<file path="src/rtl/dm_access_if.sv">
// Memory-side port of the data-memory access controller.
// The controller drives address, strobes and write data; the memory array
// answers with read data and a completion flag.
interface dm_access_if;
    logic [15:0] dm_mem_add;
    logic        dm_mem_rd_en;
    logic        dm_mem_wr_en;
    logic [15:0] dm_mem_wdt;
    logic [15:0] mem_dm_rdt;
    logic        mem_dm_rdy;

    modport master (
        output dm_mem_add,
        output dm_mem_rd_en,
        output dm_mem_wr_en,
        output dm_mem_wdt,
        input  mem_dm_rdt,
        input  mem_dm_rdy
    );

    modport slave (
        input  dm_mem_add,
        input  dm_mem_rd_en,
        input  dm_mem_wr_en,
        input  dm_mem_wdt,
        output mem_dm_rdt,
        output mem_dm_rdy
    );
endinterface

</file>
<file path="src/rtl/dm_access.sv">
// Data-memory access controller: captures a DAG address, direction and write
// data, runs one outstanding access against a wait-state memory port, returns
// read data to the bus, stalls the sequencer while pending and aborts accesses
// that exceed TMO_CYC cycles.
// Optional feature: define DM_BOUNDS_CHK_EN to reject addresses >= DM_DEPTH
// at accept time (no strobe, sticky error, zero read data returned).
module dm_access #(
    parameter int          TMO_CYC  = 16,
    parameter logic [15:0] DM_DEPTH = 16'h4000
) (
    input  logic               clk,
    input  logic               rst,
    input  logic               ps_dm_en,
    input  logic               ps_dm_wrt,
    input  logic               ps_dm_err_clr,
    input  logic [15:0]        dg_dm_add,
    input  logic [15:0]        bc_dt,
    dm_access_if.master        mem,
    output logic [15:0]        dm_bc_dt,
    output logic               dm_bc_vld,
    output logic               dm_ps_stall,
    output logic               dm_err
);

    typedef enum logic {
        IDLE = 1'b0,
        ACC  = 1'b1
    } state_t;

    // Last wait-counter value before an access is abandoned.
    localparam logic [7:0] TMO_LAST = 8'(TMO_CYC - 1);

    state_t     state;
    logic       dir_wrt;
    logic [7:0] wait_cnt;
    logic       out_of_range;
    logic       timeout_hit;
    logic       bounds_hit;

`ifdef DM_BOUNDS_CHK_EN
    // Addresses past the implemented array are refused before any strobe.
    assign out_of_range = (dg_dm_add >= DM_DEPTH);
`else
    // Every address goes to memory; DM_DEPTH only feeds a dangling net.
    logic unused_depth;
    assign unused_depth = ^DM_DEPTH;
    assign out_of_range = 1'b0;
`endif

    // Error sources and the sequencer stall.
    always_comb begin
        timeout_hit = (state == ACC) && !mem.mem_dm_rdy && (wait_cnt == TMO_LAST);
        bounds_hit  = (state == IDLE) && ps_dm_en && out_of_range;
        dm_ps_stall = (state == ACC) && !mem.mem_dm_rdy;
    end

    // Access FSM with registered strobes, address, write data and read return.
    always_ff @(posedge clk) begin
        if (!rst) begin
            state            <= IDLE;
            dir_wrt          <= 1'b0;
            wait_cnt         <= 8'd0;
            mem.dm_mem_add   <= 16'h0000;
            mem.dm_mem_wdt   <= 16'h0000;
            mem.dm_mem_rd_en <= 1'b0;
            mem.dm_mem_wr_en <= 1'b0;
            dm_bc_dt         <= 16'h0000;
            dm_bc_vld        <= 1'b0;
        end else begin
            dm_bc_vld <= 1'b0;
            case (state)
                IDLE: begin
                    if (ps_dm_en) begin
                        if (out_of_range) begin
                            if (!ps_dm_wrt) begin
                                dm_bc_dt  <= 16'h0000;
                                dm_bc_vld <= 1'b1;
                            end
                        end else begin
                            state            <= ACC;
                            dir_wrt          <= ps_dm_wrt;
                            wait_cnt         <= 8'd0;
                            mem.dm_mem_add   <= dg_dm_add;
                            mem.dm_mem_wdt   <= bc_dt;
                            mem.dm_mem_rd_en <= !ps_dm_wrt;
                            mem.dm_mem_wr_en <= ps_dm_wrt;
                        end
                    end
                end
                ACC: begin
                    if (mem.mem_dm_rdy) begin
                        state            <= IDLE;
                        mem.dm_mem_rd_en <= 1'b0;
                        mem.dm_mem_wr_en <= 1'b0;
                        if (!dir_wrt) begin
                            dm_bc_dt  <= mem.mem_dm_rdt;
                            dm_bc_vld <= 1'b1;
                        end
                    end else if (wait_cnt == TMO_LAST) begin
                        state            <= IDLE;
                        mem.dm_mem_rd_en <= 1'b0;
                        mem.dm_mem_wr_en <= 1'b0;
                        if (!dir_wrt) begin
                            dm_bc_dt  <= 16'h0000;
                            dm_bc_vld <= 1'b1;
                        end
                    end else begin
                        wait_cnt <= wait_cnt + 8'd1;
                    end
                end
                default: state <= IDLE;
            endcase
        end
    end

    // Sticky error: a new error wins over a simultaneous clear.
    always_ff @(posedge clk) begin
        if (!rst) begin
            dm_err <= 1'b0;
        end else if (timeout_hit || bounds_hit) begin
            dm_err <= 1'b1;
        end else if (ps_dm_err_clr) begin
            dm_err <= 1'b0;
        end
    end

endmodule

</file>
<file path="src/flat_wrapper.sv">
// flat-port wrapper written by rule: the top's interface ports become plain ports
module dm_access_flat 
#(
    parameter int          TMO_CYC  = 16,
    parameter logic [15:0] DM_DEPTH = 16'h4000
)
  (clk, rst, ps_dm_en, ps_dm_wrt, ps_dm_err_clr, dg_dm_add, bc_dt, dm_bc_dt, dm_bc_vld, dm_ps_stall, dm_err, mem_dm_mem_add, mem_dm_mem_rd_en, mem_dm_mem_wr_en, mem_dm_mem_wdt, mem_mem_dm_rdt, mem_mem_dm_rdy);
  dm_access_if mem_i ();
  input  logic clk;
  input  logic rst;
  input  logic ps_dm_en;
  input  logic ps_dm_wrt;
  input  logic ps_dm_err_clr;
  input  logic [15:0] dg_dm_add;
  input  logic [15:0] bc_dt;
  output logic [15:0] dm_bc_dt;
  output logic dm_bc_vld;
  output logic dm_ps_stall;
  output logic dm_err;
  output wire logic [$bits(mem_i.dm_mem_add)-1:0] mem_dm_mem_add;
  output wire logic [$bits(mem_i.dm_mem_rd_en)-1:0] mem_dm_mem_rd_en;
  output wire logic [$bits(mem_i.dm_mem_wr_en)-1:0] mem_dm_mem_wr_en;
  output wire logic [$bits(mem_i.dm_mem_wdt)-1:0] mem_dm_mem_wdt;
  input wire logic [$bits(mem_i.mem_dm_rdt)-1:0] mem_mem_dm_rdt;
  input wire logic [$bits(mem_i.mem_dm_rdy)-1:0] mem_mem_dm_rdy;
  assign mem_dm_mem_add = mem_i.dm_mem_add;
  assign mem_dm_mem_rd_en = mem_i.dm_mem_rd_en;
  assign mem_dm_mem_wr_en = mem_i.dm_mem_wr_en;
  assign mem_dm_mem_wdt = mem_i.dm_mem_wdt;
  assign mem_i.mem_dm_rdt = mem_mem_dm_rdt;
  assign mem_i.mem_dm_rdy = mem_mem_dm_rdy;
  dm_access #(.TMO_CYC(TMO_CYC), .DM_DEPTH(DM_DEPTH)) u_core (.clk(clk), .rst(rst), .ps_dm_en(ps_dm_en), .ps_dm_wrt(ps_dm_wrt), .ps_dm_err_clr(ps_dm_err_clr), .dg_dm_add(dg_dm_add), .bc_dt(bc_dt), .mem(mem_i), .dm_bc_dt(dm_bc_dt), .dm_bc_vld(dm_bc_vld), .dm_ps_stall(dm_ps_stall), .dm_err(dm_err));
endmodule
</file>
<file path="config.mk">
export PLATFORM = sky130hd
export DESIGN_NAME = dm_access_flat
export DESIGN_NICKNAME = d
export VERILOG_FILES = /design/src/rtl/dm_access_if.sv /design/src/rtl/dm_access.sv /design/src/flat_wrapper.sv
export SDC_FILE = /design/constraint.sdc
export NUM_CORES = 1
export LEC_CHECK = 0
export CORE_ASPECT_RATIO = 0.9
export CORE_UTILIZATION = 40
export DETAILED_ROUTE_END_ITERATION = 8
export PLACE_DENSITY = 0.76
export SLEW_MARGIN = 15
export SYNTH_ARGS = -nofsm -noshare
export SYNTH_HDL_FRONTEND = slang
export SYNTH_SLANG_ARGS = --single-unit
</file>
<file path="constraint.sdc">
create_clock -name clk -period 2.1 [get_ports clk]
set_input_delay 0.315 -clock clk [delete_from_list [all_inputs] [get_ports clk]]
set_output_delay 0.315 -clock clk [all_outputs]
set_load 0.05 [all_outputs]
</file>
==> flow_metrics.tcl, run 1 <==
set metrics [dict create \
    cp_max_fo 16 \
    max_stage_delay_ps 580 \
    final_cell_mix "clkdlybuf4s50_1 (105), nand2_1 (69), dfxtp_1 (62), a21oi_1 (40), a22o_1 (16)" \
    nets 410 \
    cts_buffers 9 \
    drtAntennaViolNets 0 \
    viasPerCell 5.014 \
    syn_nets 302 \
    clock_latency_ps 330 \
    power.leakage_nw 1.330 \
    path_class "reg -> reg" \
    grt_use_total_pct 20.39 \
    rsz0062_at_grt "no" \
    status "completed" \
    gp_congestion 0.8518 \
    fin_skew_ps 5.206 \
    die_area_mm2 0.005896 \
    synthAdderAreaFrac_pct 0.5593 \
    layout-drive-gt1-share_pct 7.799 \
    dieHeight_um 72.95 \
    cp_top_family "compound AO/OA/AOI/OAI gates" \
    worstSetupEndpointType "flop" \
    grt_pass1_wl_um 8956 \
    worst_pin_slew_ps 718.3 \
    layout_worst_path_cycle_share_pct 91.98 \
    netlist_area_mm2 0.002237 \
    drv_cap 0 \
    critPathBufInv 0 \
    synth_area_leaders "dfxtp_1 (55%), nand2_1 (12%), a21oi_1 (8.9%)" \
    synth-seq-cells 62 \
    post-place-ws_ps 182.1 \
    finalHoldViolations 0 \
    ir_drop_mv 0.4788 \
    power_density_mw_per_mm2 758.0 \
    dp_cells 411 \
    synth.top_cell.area_share_pct 55.48 \
    fin_area_mm2 0.003560 \
    cts.clk_slew.worst_paths_ps 60 \
    core_mm2 0.005318 \
    fmax_mhz 517.7 \
    grt_antenna_before_repair 0 \
    drt_wl_total_um 5746 \
    synth.largest_area_cell "dfxtp_1" \
    crit_chain "ha_1 -> nand3_1 -> o21bai_2 -> a21oi_2 -> a22o_1" \
    placed_area_mm2 0.003392 \
    synthCells 247 \
    cts_buffer_depth 2 \
    wire_per_inst_um 13.49 \
    synth_mux_area_share_pct 0 \
    h-tree-depth 3 \
    drc 0 \
    yosysSeqAreaShare_pct 55.48 \
    synthToLayoutAreaGrowth_pct 59.12 \
    dr.pass1.iters 4 \
    cts-resized-gates 0 \
    setup_viol 0 \
    slew-limit-headroom_pct 52.11 \
    grt_max_degree 44 \
    multi_input_area_um2 912.1 \
    hold_start "u_core.mem.dm_mem_add[1]" \
    cpMaxStageDelayCell "a21oi_2" \
    fin_crit_ps 1932 \
    overflow 0 \
    io_pins 107 \
    required_ps 2370 \
    drtIter0Drc 99 \
    clockRootBuffer "clkbuf_8" \
    final_common_cell "clkdlybuf4s50_1" \
    yosysWarnings 0 \
    setup_ws_ps 168.5 \
    numPortBuffers 106 \
    synth_xor_area_share_pct 0 \
    n_antenna_cell 0 \
    finish.utilization_pct 66.94 \
    vias 2136 \
    nFillCells 447 \
    cts_tree "yes" \
    slew_viol_final 0 \
    seqCellArea_mm2 0.001241 \
    synthSimpleGateAreaFrac_pct 17.45 \
    critical_path.startpoint "u_core.wait_cnt[0]" \
    dp.final_hpwl_um 3998 \
    synth_compound_area_share_pct 22.65 \
    postSynthAreaPerCell_um2 9.057 \
    synth_cell_types 35 \
    grt_pass1_vias 1951 \
    placementRows 25 \
    critPathLaunchType "flop" \
    die_w_um 80.83 \
    crit-reg2reg-launch "u_core.wait_cnt[0]" \
    initial_utilization_pct 42.07 \
    hold_slack_ps 450.5 \
    hold_path.class "reg -> reg" \
    synth_top_family_by_area "compound AO/OA/AOI/OAI gates" \
    crit_arrival_ps 2200 \
    setup_tns_ps 0 \
    cts_sinks 62 \
    finalNonFillerCells 426 \
    post_cts.repair.setup_buffers 0 \
    postCtsHoldBufs 0 \
    finalPower_mw 2.698 \
]
==> cell families (layout without fill, tap and decap cells) <==
group	after synthesis	count (layout)
buf+inv	20	132
flops	62	62
simple gates	91	91
fa+ha+maj	1	1
compound gates	73	73
==> flip-flops by register name (all words and copies together) (netlist names) <==
name                     count
u_core.dir_wrt               1
u_core.dm_bc_dt             16
u_core.dm_bc_vld             1
u_core.dm_err                1
u_core.mem.dm_mem_add       16
u_core.mem.dm_mem_rd_en      1
u_core.mem.dm_mem_wdt       16
u_core.mem.dm_mem_wr_en      1
u_core.state                 1
u_core.wait_cnt              8
==> layer usage <==
metal  up-vias  GRT usage, %  routed length (um)
li1       1077             -                   -
met1       954         23.34                2407
met2        97         32.31                2618
met3         8         8.500                 638
met4         0         10.91                  82
met5         -             0                   0
==> synth_stat cells <==
| cell type | count |
|---|---|
| a211oi_1 | 1 |
| a41o_1 | 1 |
| buf_2 | 3 |
| o21bai_2 | 1 |
| a22o_1 | 16 |
| nand2b_1 | 1 |
| o211ai_1 | 1 |
| ha_1 | 1 |
| o31ai_1 | 1 |
| nand4_1 | 2 |
| nand2_1 | 69 |
| nor2_1 | 4 |
| buf_6 | 1 |
| clkbuf_1 | 11 |
| nor2b_1 | 4 |
| o311ai_1 | 1 |
| a21oi_2 | 1 |
| o41ai_1 | 2 |
| or4_1 | 1 |
| o311ai_0 | 1 |
| inv_1 | 2 |
| and3_1 | 3 |
| o2111ai_1 | 2 |
| a21oi_1 | 40 |
| clkinv_1 | 1 |
| o21ai_0 | 2 |
| o21ai_2 | 1 |
| nand4b_1 | 1 |
| o21a_4 | 1 |
| dfxtp_1 | 62 |
| or3_1 | 1 |
| nand3_1 | 4 |
| or4_4 | 1 |
| buf_1 | 2 |
| a2111oi_4 | 1 |
==> worst register-to-register path, stage by stage (launching register included) <==
cell and delay, ps:
dfxtp_1 340, ha_1 270, nand3_1 270, o21bai_2 150
a21oi_2 580, a22o_1 260
==> worst paths after layout <==
check                                                end  slack, ps  depth (start not counted)
worst max-delay path                  u_core.dm_bc_dt[5]        170                          5
worst min-delay path            u_core.mem.dm_mem_add[1]        450                          2
worst max register to register        u_core.dm_bc_dt[5]        170                          5
worst min register to register  u_core.mem.dm_mem_add[1]        450                          2
==> report_power, final <==
part	internal, mW	switching [mW]
sequential	1.23	0.0297
combinational	0.225	0.311
clock	0.486	0.415
total	1.94	0.756
==> cell type report <==
type | instances | share of cell area, %
Tap cell | 67 | 2.355
Timing Repair Buffer | 114 | 32.13
Clock buffer | 14 | 4.569
Multi-Input combinational cell | 165 | 25.62
Inverter | 3 | 0.3163
Sequential cell | 62 | 34.87
Clock inverter | 1 | 0.1406
Note: power is estimated with default switching activity, not from simulation.
==> run 2, diff against run 1 <==
--- a/config.mk
+++ b/config.mk
@@ -6,5 +6,4 @@
 export NUM_CORES = 1
 export LEC_CHECK = 0
-export CORE_ASPECT_RATIO = 0.9
 export CORE_UTILIZATION = 40
 export DETAILED_ROUTE_END_ITERATION = 8
==> constraint.sdc (replaced) <==
create_clock -name clk -period 2.1 [get_ports clk]
set_input_delay 0.42 -clock clk [delete_from_list [all_inputs] [get_ports clk]]
set_output_delay 0.42 -clock clk [all_outputs]
set_load 0.05 [all_outputs]
==> run 2 against run 1 <==
Clock power is 5.3% higher. Register-to-register slack better by 40 ps. Critical endpoint is now dm_bc_dt[12]. Sequential share of layout area is 0.16 points lower.
==> flow_metrics.tcl, run 2 (synthesis results as in run 1) <==
set metrics [dict create \
    overflow 0 \
    finalPower_mw 2.751 \
    placementRows 26 \
    die_area_mm2 0.005896 \
    cts_sinks 62 \
    layout-drive-gt1-share_pct 7.022 \
    fin_crit_ps 1907 \
    power.leakage_nw 1.329 \
    path_class "reg -> out" \
    rsz0062_at_grt "no" \
    nets 408 \
    dp.final_hpwl_um 4009 \
    final_common_cell "clkdlybuf4s50_1" \
    dieHeight_um 76.79 \
    grt_use_total_pct 20.81 \
    finalHoldViolations 0 \
    grt_pass1_wl_um 9604 \
    dr.pass1.iters 4 \
    gp_congestion 0.7702 \
    drt_wl_total_um 5709 \
    crit-reg2reg-launch "u_core.wait_cnt[0]" \
    cp_top_family "buffers and inverters" \
    hold_path.class "reg -> reg" \
    hold_start "u_core.mem.dm_mem_wdt[10]" \
    numPortBuffers 106 \
    initial_utilization_pct 42.71 \
    placed_area_mm2 0.003406 \
    core_mm2 0.005238 \
    setup_viol 0 \
    required_ps 1680 \
    whs_endpoint "u_core.mem.dm_mem_wdt[10]" \
    clockRootBuffer "clkbuf_8" \
    crit_chain "clkdlybuf4s50_1" \
    grt_antenna_before_repair 0 \
    nFillCells 429 \
    power_density_mw_per_mm2 769.2 \
    reg2reg_slack_ps 210 \
    n_antenna_cell 0 \
    ir_drop_mv 0.5689 \
    top_regs "u_core.dm_bc_dt x16, u_core.mem.dm_mem_add x16, u_core.mem.dm_mem_wdt x16" \
    worstSetupEndpointType "output pin" \
    cts_buffer_depth 2 \
    layout_worst_path_cycle_share_pct 90.81 \
    drtAntennaViolNets 0 \
    drc 0 \
    drtIter0Drc 60 \
    status "completed" \
    cp_max_fo 2 \
    cts_tree "yes" \
    postCtsHoldBufs 0 \
    reg2regPathDepth 5 \
    cts.clk_slew.worst_paths_ps 70 \
    critical_path.reg2reg.endpoint "u_core.dm_bc_dt[12]" \
    fmax_mhz 524.4 \
    drv_cap 0 \
    die_w_um 76.79 \
    cts_buffers 9 \
    vias 2134 \
    holdPathStages 2 \
    fin_skew_ps 12.86 \
    grt_pass1_vias 2053 \
    post_cts.repair.setup_buffers 0 \
    io_pins 107 \
    crit_arrival_ps 1490 \
    setup_tns_ps 0 \
    final_cell_mix "clkdlybuf4s50_1 (105), nand2_1 (69), dfxtp_1 (62), a21oi_1 (40), a22o_1 (16)" \
    clock_latency_ps 320 \
    viasPerCell 5.009 \
    fin_area_mm2 0.003576 \
    h-tree-depth 3 \
    wire_per_inst_um 13.40 \
    critPathBufInv 1 \
    grt_max_degree 44 \
    synthToLayoutAreaGrowth_pct 59.84 \
    max_stage_delay_ps 820 \
    cpMaxStageDelayCell "clkdlybuf4s50_1" \
    cts-resized-gates 0 \
    slew_viol_final 0 \
    critPathLaunchType "flop" \
    slew-limit-headroom_pct 55.32 \
    worst_pin_slew_ps 670.2 \
]
[run 2: cell types whose count changed in the layout (fill, tap and decap cells not counted)]
cell and change:
buf_4 -4, buf_12 +2, clkbuf_8 -2, bufinv_16 +1
[run 2: layout make-up]
type	count	area [um2]	area share (%)
Inverter	3	11.26	0.3149
Clock buffer	12	135.1	3.779
Sequential cell	62	1241	34.71
Tap cell	70	87.58	2.449
Clock inverter	2	35.03	0.9797
Multi-Input combinational cell	165	912.1	25.51
Timing Repair Buffer	112	1154	32.26
[run 2: layer usage]
metal / vias up / share of wire [%] / global-route usage [%]
met2: 101 / 45 / 32.32
met4: 0 / 1.6 / 9.231
met3: 7 / 12 / 9.881
met5: - / 0 / 0
li1: 1066 / - / -
met1: 960 / 41 / 24.25
[run 2: stage by stage]
stage / setup slack, ps / std cells / util, % / hold WS, ps
6_report: 192.9 / 426 / 68.28 / 453.3
3_5_place_dp: 140.7 / 412 / 65.03 / 447.2
3_3_place_gp: 185.1 / 412 / 65.03 / 440.5
5_1_grt: 22.82 / 426 / 68.28 / 474.4
2_1_floorplan: 476.8 / 247 / - / 436.7
4_1_cts: 167.1 / 426 / 68.28 / 454.2
[run 2: power by group]
part,switching (mW),internal [mW]
sequential,0.0291,1.23
combinational,0.312,0.229
clock,0.414,0.535
total,0.756,2.00
[run 2: worst max-delay path by stage]
stage                                   start                  end  slack [ps]  cells after the start
after floorplan            u_core.wait_cnt[0]  u_core.dm_bc_dt[10]         480                      6
after global placement         mem_mem_dm_rdy   u_core.dm_bc_dt[6]         190                      4
after detailed placement       mem_mem_dm_rdy  u_core.dm_bc_dt[12]         140                      4
after CTS                 u_core.dm_bc_dt[12]         dm_bc_dt[12]         170                      1
after global routing       u_core.wait_cnt[0]   u_core.dm_bc_dt[8]          20                      5
final                     u_core.dm_bc_dt[12]         dm_bc_dt[12]         190                      1
[run 2: worst min-delay path, stage by stage, from the launching register on]
cell and delay (ps):
dfxtp_1 310, nand2_1 50, a21oi_1 50
==> run 3, diff against run 2 <==
Settings changed: ABC_AREA from default to 1, CORE_UTILIZATION 40 to 42.
==> run 3 against run 2 <==
Worst hold slack improved by 8.1 ps. Design area rose by 8.5%. Highest routed layer unchanged. Die area rose by 9.2%. Setup slack got worse by 19 ps. Critical path depth did not move. Fmax fell by 1.0%. Combinational power rose by 47%. Largest power group unchanged. Sequential power rose by 3%.
==> flow_metrics.tcl, run 3 <==
set metrics [dict create \
    status "completed" \
    placementRows 28 \
    critPathBufInv 1 \
    cts_buffer_depth 2 \
    synthSimpleGateAreaFrac_pct 30.41 \
    postCtsHoldBufs 0 \
    rsz0062_at_grt "no" \
    finalHoldViolations 0 \
    postSynthAreaPerCell_um2 6.987 \
    setup_viol 0 \
    critPathLaunchType "flop" \
    crit_arrival_ps 1510 \
    synth_edf_count 0 \
    core_mm2 0.005921 \
    cts_tree "yes" \
    die_area_mm2 0.006438 \
    drv_cap 0 \
    clockRootBuffer "clkbuf_8" \
    final_cell_mix "clkdlybuf4s50_1 (105), nor2_1 (101), nand2_1 (73), dfxtp_1 (62), inv_1 (40)" \
    drt_wl_total_um 6386 \
    slew_viol_final 0 \
    path_class "reg -> out" \
    required_ps 1680 \
    finalPower_mw 3.074 \
    worstSetupEndpointType "output pin" \
    overflow 0 \
    synth.largest_area_cell "dfxtp_1" \
    dieHeight_um 80.24 \
    synth_top_family_by_area "simple AND/OR/NAND/NOR gates" \
    synth.top_cell.area_share_pct 48.27 \
    grt_pass1_wl_um 10410 \
    power_density_mw_per_mm2 792.3 \
    synthAdderAreaFrac_pct 0.4866 \
    gp_congestion 0.8229 \
    synth-seq-cells 62 \
    drtIter0Drc 96 \
    hold_path.class "reg -> reg" \
    synth_common_cells "nor2_1 (101), nand2_1 (73), dfxtp_1 (62), inv_1 (40), o21ai_0 (35)" \
    fmax_mhz 519.1 \
    max_stage_delay_ps 830 \
    critical_path.startpoint "u_core.mem.dm_mem_wr_en" \
    viasPerCell 4.712 \
    syn_nets 423 \
    top_regs "u_core.dm_bc_dt x16, u_core.mem.dm_mem_add x16, u_core.mem.dm_mem_wdt x16" \
    power.leakage_nw 1.693 \
    finish.utilization_pct 65.53 \
    clock_latency_ps 330 \
    grt_max_degree 33 \
    crit_end "mem_dm_mem_wr_en" \
    synthCells 368 \
    fin_area_mm2 0.003880 \
    placed_area_mm2 0.003692 \
    cts_sinks 62 \
    yosysSeqAreaShare_pct 48.27 \
    cp_num_cells 1 \
    drc 0 \
    layout-drive-gt1-share_pct 5.858 \
    h-tree-depth 3 \
    synthFlopType "dfxtp_1" \
    netlist_area_mm2 0.002571 \
    synth_compound_area_share_pct 10.32 \
    numPortBuffers 106 \
    fin_crit_ps 1926 \
    die_w_um 80.24 \
    n_antenna_cell 0 \
    wire_per_inst_um 11.55 \
    ir_drop_mv 0.6495 \
    dr.pass1.iters 5 \
    grt_pass1_vias 2417 \
    nets 528 \
    layout_worst_path_cycle_share_pct 91.74 \
    synth_area_leaders "dfxtp_1 (48%), nor2_1 (15%), nand2_1 (11%)" \
    reg2reg_slack_ps 300 \
    fin_skew_ps 7.193 \
    post_cts.repair.setup_buffers 0 \
    reg2regPathDepth 6 \
    yosysMostFrequentCell "nor2_1" \
    async_flop_share_pct 0 \
    cp_top_family "buffers and inverters" \
    slew-limit-headroom_pct 64.79 \
    initial_utilization_pct 43.43 \
    cp_max_fo 2 \
    synth_mux_area_share_pct 0 \
    synth_xor_area_share_pct 0.3406 \
    drtAntennaViolNets 0 \
    cpMaxStageDelayCell "clkdlybuf4s50_1" \
    yosysWarnings 0 \
    crit-reg2reg-launch "u_core.wait_cnt[0]" \
    cts-resized-gates 0 \
    synthToLayoutAreaGrowth_pct 50.90 \
    final_common_cell "clkdlybuf4s50_1" \
    cts.clk_slew.worst_paths_ps 70 \
    critical_path.reg2reg.endpoint "u_core.dm_bc_dt[9]" \
    grt_use_total_pct 20.96 \
    crit_chain "clkdlybuf4s50_1" \
    grt_antenna_before_repair 0 \
    setup_tns_ps 0 \
    worst_pin_slew_ps 526.5 \
    dp.final_hpwl_um 4565 \
    vias 2606 \
    io_pins 107 \
    cts_buffers 9 \
    synth_cell_types 25 \
]
==> run 3: changes by cell type after synthesis, moves of 5 or more <==
cell | before | now
a21oi_1 | 40 | 10
a22o_1 | 16 | 0
inv_1 | 2 | 40
clkbuf_1 | 11 | 6
nor2_1 | 4 | 101
nand4_1 | 2 | 12
o21ai_0 | 2 | 35
==> run 3: worst min-delay path by stage <==
| stage | startpoint | to | slack (ps) | cells past startpoint |
|---|---|---|---|---|
| after floorplan | u_core.dir_wrt | u_core.dir_wrt | 440 | 2 |
| after global placement | u_core.dir_wrt | u_core.dir_wrt | 460 | 2 |
| after detailed placement | u_core.dm_err | u_core.dm_err | 460 | 2 |
| after CTS | u_core.dm_err | u_core.dm_err | 460 | 2 |
| after global routing | u_core.wait_cnt[7] | u_core.wait_cnt[7] | 490 | 2 |
| final | u_core.dm_err | u_core.dm_err | 460 | 2 |
==> run 3: logic make-up after synthesis <==
family / count (synthesis)
adder cells (fa/ha/maj): 1
buffers and inverters: 62
AND/OR/NAND/NOR: 193
flip-flops: 62
XOR/XNOR: 1
AO/OA/AOI/OAI: 49
==> run 3: worst reg2reg max path, stage by stage (launching register included) <==
cell and delay, ps:
dfxtp_1 370, ha_1 230, nand3_2 140, o21bai_4 410, nand3_4 300, nor2_1 190
nor2_1 60
==> run 3: area by class of cell <==
cell class,instances,area [um2]
inverters,42,157.7
well taps,75,93.84
clock inverters,2,15.01
multi-input cells,244,1069
flip-flops and latches,62,1241
repair buffers,114,1131
clock buffers,14,172.7
fillers,507,2041
==> run 3: per-stage QoR <==
| step | setup slack [ps] | hold WS, ps | std cells |
|---|---|---|---|
| 3_3_place_gp | 195.6 | 458.7 | 537 |
| 4_1_cts | 157.7 | 464.8 | 553 |
| 5_1_grt | 80.61 | 492.4 | 553 |
| 3_5_place_dp | 155.3 | 456.6 | 537 |
| 6_report | 173.5 | 461.5 | 553 |
| 2_1_floorplan | 674.0 | 444.9 | 368 |
==> run 3: power by group <==
part	switching (mW)	internal [mW]	leakage, nW
sequential	0.0418	1.26	0.511
clock	0.449	0.527	0.0889
combinational	0.494	0.303	1.09
total	0.985	2.09	1.69
==> run 3: per-layer routing <==
metal | up-vias | routed length, um | global-route usage [%]
met5 | - | 0 | 0
met4 | 0 | 76 | 9.107
met3 | 7 | 677 | 8.409
met2 | 101 | 2915 | 33.59
met1 | 1154 | 2717 | 24.61
li1 | 1344 | - | -
